==> config.mk <==
export PLATFORM = sky130hd
export DESIGN_NAME = ram_upload_server_flat
export DESIGN_NICKNAME = d
export VERILOG_FILES = /design/src/rtl/ram_upload_server_if.sv /design/src/rtl/ram_upload_server.sv /design/src/flat_wrapper.sv
export SDC_FILE = /design/constraint.sdc
export NUM_CORES = 1
export LEC_CHECK = 0
export BUFFER_PORTS_ARGS = -buffer_cell sky130_fd_sc_hd__buf_2
export CORE_ASPECT_RATIO = 0.8
export CORE_MARGIN = 5
export CORE_UTILIZATION = 45
export CTS_CLUSTER_SIZE = 14
export DETAILED_ROUTE_END_ITERATION = 10
export PLACE_DENSITY = 0.64
export SLEW_MARGIN = 40
export SYNTH_ARGS = -nofsm -noshare
export SYNTH_HDL_FRONTEND = slang
export SYNTH_SLANG_ARGS = --single-unit
export TNS_END_PERCENT = 5
==> constraint.sdc <==
create_clock -name clk -period 4.36 [get_ports clk]
set_input_delay 0 -clock clk [delete_from_list [all_inputs] [get_ports clk]]
set_output_delay 0 -clock clk [all_outputs]
set_load 0.02 [all_outputs]
==> src/rtl/ram_upload_server_if.sv <==
// rtl/ram_upload_server_if.sv - hps_io upload channel between the HPS side and the RAM upload server
interface ram_upload_server_if;
    logic        ioctl_upload;
    logic [7:0]  ioctl_index;
    logic        ioctl_rd;
    logic [24:0] ioctl_addr;
    logic [7:0]  ioctl_din;
    logic        ioctl_upload_req;

    modport master (
        output ioctl_upload, ioctl_index, ioctl_rd, ioctl_addr,
        input  ioctl_din, ioctl_upload_req
    );

    modport slave (
        input  ioctl_upload, ioctl_index, ioctl_rd, ioctl_addr,
        output ioctl_din, ioctl_upload_req
    );
endinterface

==> src/rtl/ram_upload_server.sv <==
// rtl/ram_upload_server.sv - answers HPS upload reads from game work RAM while the CPU is paused
module ram_upload_server #(
    parameter int         ADDR_WIDTH = 11,
    parameter int         SIZE       = 624,
    parameter logic [7:0] INDEX      = 8'd6,
    parameter int         TIMEOUT    = 1 << 20
) (
    input  logic                  clk,
    input  logic                  reset,
    input  logic                  save_req,
    ram_upload_server_if.slave    ioctl,
    output logic                  pause_cpu,
    input  logic                  paused,
    output logic [ADDR_WIDTH-1:0] ram_address,
    output logic                  ram_read,
    input  logic [7:0]            ram_data,
    output logic                  busy
);
    localparam int TW = $clog2(TIMEOUT + 1);

    typedef enum logic [2:0] {
        S_IDLE, S_REQ, S_WAIT_UP, S_PAUSE, S_SERVE, S_RELEASE
    } state_t;

    state_t                state_q, state_d;
    logic [TW-1:0]         timer_q, timer_d;
    logic                  save_prev_q;
    logic                  pend_q, pend_d;
    logic [24:0]           pend_addr_q, pend_addr_d;
    logic                  fly_q, fly_d;
    logic                  fly_ok_q, fly_ok_d;
    logic [ADDR_WIDTH-1:0] addr_q, addr_d;
    logic [7:0]            din_q, din_d;

    logic        up_ok;
    logic        save_rise;
    logic        upload_req;
    logic        issue;
    logic        issue_ok;
    logic [24:0] issue_addr;

    assign up_ok     = ioctl.ioctl_upload && (ioctl.ioctl_index == INDEX);
    assign save_rise = save_req && !save_prev_q;

    always_comb begin
        state_d     = state_q;
        timer_d     = timer_q;
        pend_d      = pend_q;
        pend_addr_d = pend_addr_q;
        fly_d       = 1'b0;
        fly_ok_d    = 1'b0;
        addr_d      = addr_q;
        din_d       = din_q;
        upload_req  = 1'b0;
        pause_cpu   = 1'b0;
        ram_read    = 1'b0;
        issue       = 1'b0;
        issue_ok    = 1'b0;
        issue_addr  = ioctl.ioctl_addr;

        case (state_q)
            S_IDLE: begin
                pend_d = 1'b0;
                if (save_rise) state_d = S_REQ;
            end
            S_REQ: begin
                upload_req = 1'b1;
                timer_d    = TW'(TIMEOUT - 1);
                state_d    = S_WAIT_UP;
            end
            S_WAIT_UP: begin
                if (up_ok)                state_d = S_PAUSE;
                else if (timer_q == '0)   state_d = S_IDLE;
                else                      timer_d = timer_q - TW'(1);
            end
            S_PAUSE: begin
                pause_cpu = 1'b1;
                if (!up_ok) begin
                    pend_d  = 1'b0;
                    state_d = S_RELEASE;
                end else begin
                    if (ioctl.ioctl_rd) begin
                        pend_d      = 1'b1;
                        pend_addr_d = ioctl.ioctl_addr;
                    end
                    if (paused) state_d = S_SERVE;
                end
            end
            S_SERVE: begin
                pause_cpu = 1'b1;
                ram_read  = paused;
                if (!up_ok) begin
                    // Any read still in flight is dropped: din is not updated.
                    pend_d  = 1'b0;
                    state_d = S_RELEASE;
                end else begin
                    if (fly_q) din_d = fly_ok_q ? ram_data : 8'h00;
                    if (fly_q || !paused) begin
                        if (ioctl.ioctl_rd) begin
                            pend_d      = 1'b1;
                            pend_addr_d = ioctl.ioctl_addr;
                        end
                    end else if (pend_q) begin
                        issue      = 1'b1;
                        issue_addr = pend_addr_q;
                        pend_d     = ioctl.ioctl_rd;
                        if (ioctl.ioctl_rd) pend_addr_d = ioctl.ioctl_addr;
                    end else if (ioctl.ioctl_rd) begin
                        issue = 1'b1;
                    end
                    if (issue) begin
                        issue_ok = ({1'b0, issue_addr} < 26'(SIZE));
                        fly_d    = 1'b1;
                        fly_ok_d = issue_ok;
                        if (issue_ok) addr_d = issue_addr[ADDR_WIDTH-1:0];
                    end
                end
            end
            S_RELEASE: begin
                pause_cpu = 1'b1;
                pend_d    = 1'b0;
                state_d   = S_IDLE;
            end
            default: state_d = S_IDLE;
        endcase
    end

    always_ff @(posedge clk) begin
        if (reset) begin
            state_q     <= S_IDLE;
            timer_q     <= '0;
            save_prev_q <= 1'b0;
            pend_q      <= 1'b0;
            pend_addr_q <= '0;
            fly_q       <= 1'b0;
            fly_ok_q    <= 1'b0;
            addr_q      <= '0;
            din_q       <= 8'h00;
        end else begin
            state_q     <= state_d;
            timer_q     <= timer_d;
            save_prev_q <= save_req;
            pend_q      <= pend_d;
            pend_addr_q <= pend_addr_d;
            fly_q       <= fly_d;
            fly_ok_q    <= fly_ok_d;
            addr_q      <= addr_d;
            din_q       <= din_d;
        end
    end

    // Out-of-range reads leave the RAM address untouched.
    assign ram_address            = addr_d;
    assign ioctl.ioctl_din        = din_q;
    assign ioctl.ioctl_upload_req = upload_req;
    assign busy                   = (state_q != S_IDLE);
endmodule
==> src/flat_wrapper.sv <==
// flat-port wrapper written by rule: the top's interface ports become plain ports
module ram_upload_server_flat 
#(
    parameter int         ADDR_WIDTH = 11,
    parameter int         SIZE       = 624,
    parameter logic [7:0] INDEX      = 8'd6,
    parameter int         TIMEOUT    = 1 << 20
)
  (clk, reset, save_req, pause_cpu, paused, ram_address, ram_read, ram_data, busy, ioctl_ioctl_upload, ioctl_ioctl_index, ioctl_ioctl_rd, ioctl_ioctl_addr, ioctl_ioctl_din, ioctl_ioctl_upload_req);
  ram_upload_server_if ioctl_i ();
  input  logic clk;
  input  logic reset;
  input  logic save_req;
  output logic pause_cpu;
  input  logic paused;
  output logic [ADDR_WIDTH-1:0] ram_address;
  output logic ram_read;
  input  logic [7:0] ram_data;
  output logic busy;
  input wire logic [$bits(ioctl_i.ioctl_upload)-1:0] ioctl_ioctl_upload;
  input wire logic [$bits(ioctl_i.ioctl_index)-1:0] ioctl_ioctl_index;
  input wire logic [$bits(ioctl_i.ioctl_rd)-1:0] ioctl_ioctl_rd;
  input wire logic [$bits(ioctl_i.ioctl_addr)-1:0] ioctl_ioctl_addr;
  output wire logic [$bits(ioctl_i.ioctl_din)-1:0] ioctl_ioctl_din;
  output wire logic [$bits(ioctl_i.ioctl_upload_req)-1:0] ioctl_ioctl_upload_req;
  assign ioctl_i.ioctl_upload = ioctl_ioctl_upload;
  assign ioctl_i.ioctl_index = ioctl_ioctl_index;
  assign ioctl_i.ioctl_rd = ioctl_ioctl_rd;
  assign ioctl_i.ioctl_addr = ioctl_ioctl_addr;
  assign ioctl_ioctl_din = ioctl_i.ioctl_din;
  assign ioctl_ioctl_upload_req = ioctl_i.ioctl_upload_req;
  ram_upload_server #(.ADDR_WIDTH(ADDR_WIDTH), .SIZE(SIZE), .INDEX(INDEX), .TIMEOUT(TIMEOUT)) u_core (.clk(clk), .reset(reset), .save_req(save_req), .ioctl(ioctl_i), .pause_cpu(pause_cpu), .paused(paused), .ram_address(ram_address), .ram_read(ram_read), .ram_data(ram_data), .busy(busy));
endmodule
==> results of run 1 <==
## Yosys cell counts (2+ instances only)
cell | number | area (um2)
a2111oi_0 | 2 | 17.52
a211oi_1 | 3 | 22.52
a21oi_1 | 53 | 265.3
a311o_1 | 2 | 20.02
a311oi_1 | 3 | 26.28
a31oi_1 | 14 | 87.58
and2_1 | 3 | 18.77
and3_1 | 4 | 25.02
buf_2 | 4 | 20.02
clkbuf_1 | 27 | 101.4
dfxtp_1 | 72 | 1441
inv_1 | 7 | 26.28
mux2_2 | 9 | 101.4
nand2_1 | 79 | 296.5
nand2b_1 | 3 | 18.77
nand3_1 | 25 | 125.1
nand3b_1 | 2 | 15.01
nand4_1 | 2 | 12.51
nand4b_1 | 2 | 17.52
nor2_1 | 9 | 33.78
nor2b_1 | 3 | 18.77
nor3_1 | 15 | 75.07
nor3b_1 | 2 | 15.01
nor4_1 | 13 | 81.33
o21ai_0 | 7 | 35.03
o21ai_1 | 9 | 45.04
o22ai_1 | 2 | 12.51
o31ai_1 | 7 | 52.55
o41ai_1 | 2 | 17.52
or3_1 | 11 | 68.82
or3b_2 | 2 | 17.52
or4_1 | 8 | 60.06
or4b_1 | 4 | 40.04
xnor2_1 | 3 | 26.28
## cell type report
class,instances,area (um2)
clock buffer,12,145.1
fill,687,3098
sequential,72,1441
multi-input combinational,321,1864
inverter,7,26.28
clock inverter,4,20.02
tap,105,131.4
timing repair buffer,105,700.7
## per-layer routing
metal	wire (um)	vias to the layer above	global-route usage, %
met4	108	0	6.537
met3	668	12	5.601
met2	4056	107	31.88
li1	-	1746	-
met1	4394	1623	27.31
met5	0	-	0
## tightest hold or removal path, stage by stage
cell and delay (ps):
buf_2 150, o21bai_1 140, a21oi_1 60
## stage by stage
step	utilization (%)	area [um2]	hold slack, ps	total power, uW
after floorplan	-	3436	128.2	1409
after global placement	51.25	3806	240.4	1566
after detailed placement	51.38	3816	232.6	1599
after CTS	58.19	4322	35.27	2088
after global routing	58.29	4329	85.83	2240
final	58.29	4329	43.75	2088
## repair_timing
item,4_1_cts,5_1_grt
endpoints found under the hold margin,34,0
hold buffers,34,0
resized for setup,0,0
## kinds of logic (layout without fill, tap and decap cells)
kind of cell / after synthesis / after routing / synth area share [%]
compound gates: 111 / 111 / 19.52
xor+xnor: 3 / 3 / 0.7649
fa+ha+maj: 2 / 2 / 0.6555
buf+inv: 38 / 128 / 4.297
flops: 72 / 72 / 41.95
mux: 10 / 10 / 3.241
simple gates: 195 / 195 / 29.57
## report_power, final
group | total (uW) | internal [uW] | switching (uW)
Sequential | 859 | 752 | 107
Clock | 463 | 219 | 245
Combinational | 766 | 298 | 468
## worst max-delay path by stage
stage / cells after the start / endpoint / slack, ps / from
floorplan: 5 / u_core.timer_q[15] / 2170 / u_core.timer_q[5]
global placement: 5 / u_core.timer_q[4] / 1820 / u_core.timer_q[5]
detailed placement: 5 / u_core.pend_addr_q[13] / 1890 / u_core.state_q[2]
CTS: 6 / ram_address[0] / 1580 / u_core.state_q[2]
global route: 6 / ram_address[3] / 1220 / u_core.state_q[2]
finish: 6 / ram_address[3] / 1560 / u_core.state_q[2]
## registers in the layout, indices dropped and copies added, names as in the netlist
register	cells
u_core.addr_q	11
u_core.fly_ok_q	1
u_core.fly_q	1
u_core.ioctl.ioctl_din	8
u_core.pend_addr_q	25
u_core.pend_q	1
u_core.save_prev_q	1
u_core.state_q	3
u_core.timer_q	21
==> run metrics, run 1 <==
register bit total from synthesis=72; fmax=356.7 MHz; Routability Congestion=0.8143; CP cell instances=or3b_2 > nor3_1 > nand3_1 > o21ai_1 > nand2_1 > buf_2; Syn Inst Count=431; synthesis-to-layout area growth=26.00%; Worst Setup Path Type=reg -> out; Slew HR=55.90%; drt drc=0; CP max stage delay=530 ps; GRT overflow=0; Slew Limit Fails=0; synthesized area=0.003436 mm2; num rows=28; Final Non-Filler Cells=626; fin nets=564; CTS sink count=72; die width=approximately 110 um; initial DRC count=226; first-pass GRT wire length=approximately 15 mm; Worst VDD drop=0.2353 mV; Tmin final=2804 ps; Finish-stage setup viols=0; register area share after synthesis=roughly two fifths; DP Cell Count=576; Synthesis Warnings=0; Fin Clk Skew=about 6.3 ps; most common cell after layout, fill and taps aside=nand2_1; Setup WS post-layout=1556 ps; Slowest cell on crit path=or3b_2; I/O pins=70; Post-Syn Area per Cell=approximately 8.0 um2; worst min path class=in -> reg; number of global-route vias before repair=3257; Post-Route WL=9.228 mm; post-synth net total=roughly 480; RSZ-0062 raised after global routing=no; Hold Path Sink=u_core.state_q[2]; Hold Violations, Final=0; Final Cycle Share=64.30%; setup_tns=0 ps; wire per inst=14.74 um; largest net degree at the start of global routing=50; status=finished clean; Max Cap Viol=0; Pre-antenna DRT Iters=5; Worst Max-Slew Pin Slew=661.5 ps; dpl hpwl=6.208 mm; GRT Total Usage=20.32%; CP startpoint kind=register; most frequent cells in the layout=79 x nand2_1, 72 x dfxtp_1, 69 x buf_2, 53 x a21oi_1, 34 x dlygate4sd3_1; Crit. End Element=output port; power per standard cell area=482.3 mW/mm2; Skew-Pair Late Insertion Delay=350 ps; CTS clk-pin slew, worst paths=70 ps; min-delay src=paused; postcts setup bufs=0; routed via count=3488; antenna viol nets, final=0; Worst Path Required=4360 ps; Die ar.=0.009493 mm2; Netlist cell types=between 50 and 60; vias per inst=between 5 and 6; worst hold path cell count=3; initial cell density of the core=46.26%; Reg2Reg Capture Point=u_core.addr_q[3]; Root Driver=clkbuf_8; asr flop ratio synth=0%; share of layout cells above drive strength 1=about a fifth; die height=88.16 um; worst-case clock buffer depth=2; CP top delay family=simple AND/OR/NAND/NOR gates; arrival time at the worst endpoint=2800 ps; CTS tree=done; R2R setup slack=1920 ps; EDFF count, synth=0; Synth Flop Type=dfxtp_1; crit-path max FO=11; H-tree Lvls=3; initial antenna violation count=0; core area=around 0.0074 mm2; CTS Buf Count=9; pre-CTS setup slack=roughly 1900 ps; Static Leak=0.001622 uW; FF-to-FF path depth=5; diode count=0; reg-to-reg critical path startpoint=u_core.state_q[2]; Buf/Inv on CP=1; number of port buffers=69
(Power assumes the default switching activity.)
==> run 2, diff against run 1 <==
--- a/config.mk
+++ b/config.mk
@@ -11,7 +11,7 @@
 export CORE_UTILIZATION = 45
 export CTS_CLUSTER_SIZE = 14
 export DETAILED_ROUTE_END_ITERATION = 10
-export PLACE_DENSITY = 0.64
+export PLACE_DENSITY = 0.67
 export SLEW_MARGIN = 40
 export SYNTH_ARGS = -nofsm -noshare
 export SYNTH_HDL_FRONTEND = slang
==> constraint.sdc (replaced) <==
create_clock -name clk -period 2.35 [get_ports clk]
set_input_delay 0 -clock clk [delete_from_list [all_inputs] [get_ports clk]]
set_output_delay 0 -clock clk [all_outputs]
set_load 0.02 [all_outputs]
==> run metrics, run 2 (same netlist as run 1, synthesis figures left out) <==
vias per inst=5.497 (-1.3%); Top reg by flops=u_core.pend_addr_q; most frequent cells in the layout=79 x nand2_1, 71 x dfxtp_1, 69 x buf_2, 52 x a21oi_1, 34 x dlygate4sd3_1; CTS Buf Count=9 (unchanged); CP max stage delay=570 ps (+40 ps); RSZ-0062 raised after global routing=yes; Post-Route WL=9.593 mm (+4.0%); Final Cycle Share=roughly 96%; Die ar.=0.009493 mm2 (unchanged); Fin Clk Skew=8.220 ps (+1.959 ps); initial cell density of the core=46.26% (unchanged); die height=88.16 um (unchanged); Routability Congestion=0.8696 (+6.8%); routed via count=3551 (+1.8%); CTS clk-pin slew, worst paths=80 ps (about the same); Total Power=4265 uW (+100%); CP cell instances=or4_4 > or3_4 > or3_1 > or4_1 > a31oi_1; diode count=0 (unchanged); Finish-stage setup viols=0 (unchanged); met2 wire length=4.262 mm (+5.1%); initial DRC count=276 (+22%); Tmin final=2267 ps; share of layout cells above drive strength 1=24.03% (+3.7 points); synthesis-to-layout area growth=32.81%; GRT overflow=0 (unchanged); number of flip-flops in the largest register=25 (unchanged); routed wl met3=616 um (-7.8%); most common cell after layout, fill and taps aside=nand2_1; Slowest cell on crit path=or4_4; Static Leak=0.001754 uW (+8.1%); Largest regs=u_core.pend_addr_q x25, u_core.timer_q x21, u_core.addr_q x11; core area=0.007427 mm2 (unchanged); status=finished clean; final instance area=0.004563 mm2 (+5.4%); Buf/Inv on CP=0 (-1); wire per inst=14.85 um (+0.74%); worst min path class=in -> reg; Root Driver=clkbuf_8; Slew Limit Fails=0 (unchanged); Skew-Pair Late Insertion Delay=350 ps (about the same); Worst Setup Path Type=reg -> reg; fillers=700 (+1.9%); GRT Total Usage=21.53% (+1.2 points); Metal-1 WL=4.574 mm (+4.1%); initial antenna violation count=0 (unchanged); placed cell area=0.003961 mm2 (+3.8%); Worst VDD drop=0.4332 mV (+84%); H-tree Lvls=3 (unchanged); fin nets=584 (+3.5%); Pre-antenna DRT Iters=5 (unchanged); I/O pins=70 (unchanged); Slew HR=55.83% (-0.070 points); drt drc=0 (unchanged); CP startpoint kind=register; CTS sink count=72 (unchanged); die width=107.7 um (unchanged); number of port buffers=69 (unchanged); number of global-route vias before repair=3479 (+6.8%); Crit. End Element=register; power per standard cell area=934.6 mW/mm2 (+94%); CTS tree=done; arrival time at the worst endpoint=2550 ps (-250 ps); num rows=28 (unchanged); worst-case clock buffer depth=2 (unchanged); R2R setup slack=80 ps (-1840 ps); antenna viol nets, final=0 (unchanged); CP top delay family=simple AND/OR/NAND/NOR gates; dpl hpwl=6.372 mm (+2.6%); crit-path max FO=6 (-5); Highest Signal Layer=met4; fmax=around 440 MHz; Hold Violations, Final=0 (unchanged); largest net degree at the start of global routing=35 (-30%); Max Cap Viol=0 (unchanged); Worst Path Required=2630 ps (-1730 ps); first-pass GRT wire length=16.44 mm (+7.4%); Worst Max-Slew Pin Slew=662.6 ps (+1.054 ps)
-- run 2: metrics by stage --
step	cells	setup TNS, ps	util (%)	hold slack, ps	worst slack (ps)
6_report	646	0	61.44	64.10	83.40
2_1_floorplan	431	0	-	128.2	157.4
4_1_cts	645	0	60.97	34.86	7.769
3_5_place_dp	595	0	53.34	239.0	59.06
3_3_place_gp	595	0	53.34	242.6	99.50
5_1_grt	646	-12.95	61.44	104.6	-8.956
-- run 2: cell type report --
type / instances / area [um2] / share of cell area, %
Clock buffer: 11 / 141.4 / 3.098
Timing Repair Buffer: 125 / 863.3 / 18.92
Tap cell: 105 / 131.4 / 2.879
Sequential cell: 72 / 1443 / 31.61
Clock inverter: 5 / 78.83 / 1.727
Inverter: 7 / 26.28 / 0.5758
Multi-Input combinational cell: 321 / 1879 / 41.18
-- run 2: path summary, 6_finish.rpt --
path                            depth (start not counted)                        end                       from
worst max-delay path                                    5         u_core.timer_q[15]          u_core.timer_q[5]
worst min-delay path                                    3          u_core.state_q[2]                     paused
worst max register to register                          5         u_core.timer_q[15]          u_core.timer_q[5]
worst min register to register                          2  u_core.ioctl.ioctl_din[2]  u_core.ioctl.ioctl_din[2]
-- run 2: what timing repair did --
item | in CTS | in global routing
hold buffers | 34 | 0
pin swaps | 0 | 2
endpoints found under the setup margin | 9 | 13
gates cloned | 0 | 0
buffers inserted | 0 | 1
hold endpoints to repair | 34 | 0
gates resized for setup | 2 | 8
-- run 2: routing by layer --
| layer | global-route usage (%) | up-vias |
|---|---|---|
| met2 | 33.52 | 112 |
| met5 | 0 | - |
| met3 | 5.453 | 15 |
| met4 | 6.422 | 0 |
| li1 | - | 1787 |
| met1 | 29.62 | 1637 |
-- run 2: worst reg2reg max path, stage by stage (launching register included) --
cell and delay [ps]:
dfxtp_1 350, or4_4 570, or3_4 420, or3_1 340
or4_1 400, a31oi_1 130
-- run 2: where the power goes --
part           switching (uW)  leakage, uW  internal, uW
logic                     920      0.00106           690
registers                 173     0.000585          1400
clock network             460     0.000114           627
==> run 3, diff against run 2 <==
==> constraint.sdc (replaced) <==
create_clock -name clk -period 2.35 [get_ports clk]
set_input_delay 0.1175 -clock clk [delete_from_list [all_inputs] [get_ports clk]]
set_output_delay 0.1175 -clock clk [all_outputs]
set_load 0.02 [all_outputs]
==> run metrics, run 3 (same netlist as run 1, synthesis figures left out) <==
Worst Max-Slew Pin Slew=752.2 ps (+89.64 ps); CP cell instances=nand2b_4 > or4b_4 > or3_4 > a21oi_4 > nor3_2 > buf_4; drt drc=0 (unchanged); RSZ-0062 raised after global routing=yes; CTS tree=done; Slew HR=49.85% (-6.0 points); worst min path class=in -> reg; pre-CTS setup slack=49.81 ps (-9.247 ps); Finish-stage setup viols=0 (unchanged); number of global-route vias before repair=3051 (-12%); fin nets=550 (-5.8%); Crit. End Element=output port; Pre-antenna DRT Iters=4 (-1); Largest regs=u_core.pend_addr_q x25, u_core.timer_q x21, u_core.addr_q x11; die width=107.7 um (unchanged); share of layout cells above drive strength 1=26.68% (+2.7 points); crit-path max FO=6 (unchanged); Total Power=4116 uW (-3.5%); Final Cycle Share=98.31% (+1.9 points); Fin Clk Skew=4.839 ps (-3.381 ps); arrival time at the worst endpoint=2190 ps (-360 ps); Static Leak=0.001601 uW (-8.7%); Hold Violations, Final=0 (unchanged); initial cell density of the core=46.26% (unchanged); most frequent cells in the layout=79 x nand2_1, 70 x dfxtp_1, 68 x buf_2, 52 x a21oi_1, 24 x nand3_1; R2R setup slack=110 ps (+30 ps); Max Cap Viol=0 (unchanged); reg-to-reg critical path startpoint=u_core.timer_q[6]; status=finished clean; Die ar.=0.009493 mm2 (unchanged); Post-Route WL=8.916 mm (-7.1%); worst-case clock buffer depth=2 (unchanged); min-delay src=ioctl_ioctl_addr[3]; I/O pins=70 (unchanged); Routability Congestion=0.8857 (+1.9%); routed via count=3418 (-3.7%); num rows=28 (unchanged); Reg2Reg Capture Point=u_core.timer_q[15]; fmax=432.9 MHz (-1.9%); final design utilization=56.99% (-4.4 points); antenna viol nets, final=0 (unchanged); FF-to-FF path depth=5 (unchanged); Top reg by flops=u_core.pend_addr_q; Worst Path Required=2230 ps (-400 ps); die height=88.16 um (unchanged); Slew Limit Fails=0 (unchanged); core area=0.007427 mm2 (unchanged); number of port buffers=69 (unchanged); vias per inst=5.594 (+1.8%); GRT Total Usage=19.10% (-2.4 points); Worst VDD drop=0.5352 mV (+24%); number of flip-flops in the largest register=25 (unchanged); CP startpoint kind=register; initial antenna violation count=0 (unchanged); power per standard cell area=972.4 mW/mm2 (+4.0%); wire per inst=14.59 um (-1.7%); initial DRC count=238 (-14%); Worst Setup Path Type=reg -> out; GRT overflow=0 (unchanged); CTS sink count=72 (unchanged); Hold Path Sink=u_core.pend_addr_q[3]; worst hold path cell count=3 (unchanged); CTS clk-pin slew, worst paths=70 ps (about the same); Root Driver=clkbuf_8; setup_tns=0 ps (unchanged); CTS Buf Count=9 (unchanged); most common cell after layout, fill and taps aside=nand2_1; first-pass GRT wire length=14.55 mm (-11%); Setup WS post-layout=39.81 ps (-43.59 ps); H-tree Lvls=3 (unchanged); Final Non-Filler Cells=611 (-5.4%); dpl hpwl=6.375 mm (about the same); diode count=0 (unchanged); Skew-Pair Late Insertion Delay=340 ps (about the same); CP max stage delay=520 ps (-50 ps); largest net degree at the start of global routing=41 (+17%); Tmin final=2310 ps (+43.59 ps); Slowest cell on crit path=or4b_4; synthesis-to-layout area growth=23.20%; DP Cell Count=594 (-0.17%)
## run 3: how the worst max path moves through the flow
stage / from / end
after floorplan: u_core.timer_q[5] / u_core.timer_q[15]
after global placement: u_core.timer_q[5] / u_core.timer_q[15]
after detailed placement: u_core.timer_q[5] / u_core.timer_q[15]
after CTS: u_core.fly_q / ram_address[9]
after global routing: u_core.fly_q / ram_address[9]
final: u_core.fly_q / ram_address[9]
## run 3: worst max-delay path, delay by kind of cell, from the launching register on
family	cells	cell delay, ps
flops	1	350
compound gates	1	180
simple gates	4	1160
buf+inv	1	170
## run 3: timing repair
action                                 4_1_cts  5_1_grt
pin swaps                                    1        3
buffers inserted                             1        0
setup endpoints to repair                   11       18
resized for setup                            7       14
hold buffers                                 1        0
endpoints found under the hold margin        1        0
## run 3: power breakdown
part,switching (uW),leakage [uW],total (uW),internal [uW]
Clock,447,0.0000989,956,508
Sequential,165,0.000585,1560,1390
Combinational,922,0.000917,1600,679
## run 3: cell type report
type / instances / area (um2)
clock inverter: 4 / 45.04
multi-input combinational: 321 / 1929
sequential: 72 / 1444
timing repair buffer: 91 / 515.5
inverter: 7 / 26.28
fill: 699 / 3194
tap: 105 / 131.4
clock buffer: 11 / 141.4
## run 3: routing by layer
metal  vias to the layer above  wire, um  track usage, %
met2                       101      3732           27.99
met4                         0       106           6.078
met3                        11       595           5.011
met5                         -         0               0
met1                      1586      4481           27.42
li1                       1720         -               -
## run 3: through the flow
step	hold slack (ps)	area [um2]
detailed placement	362.3	3941
finish	22.73	4233
global placement	356.8	3941
floorplan	245.7	3436
CTS	6.909	4170
global route	16.92	4233
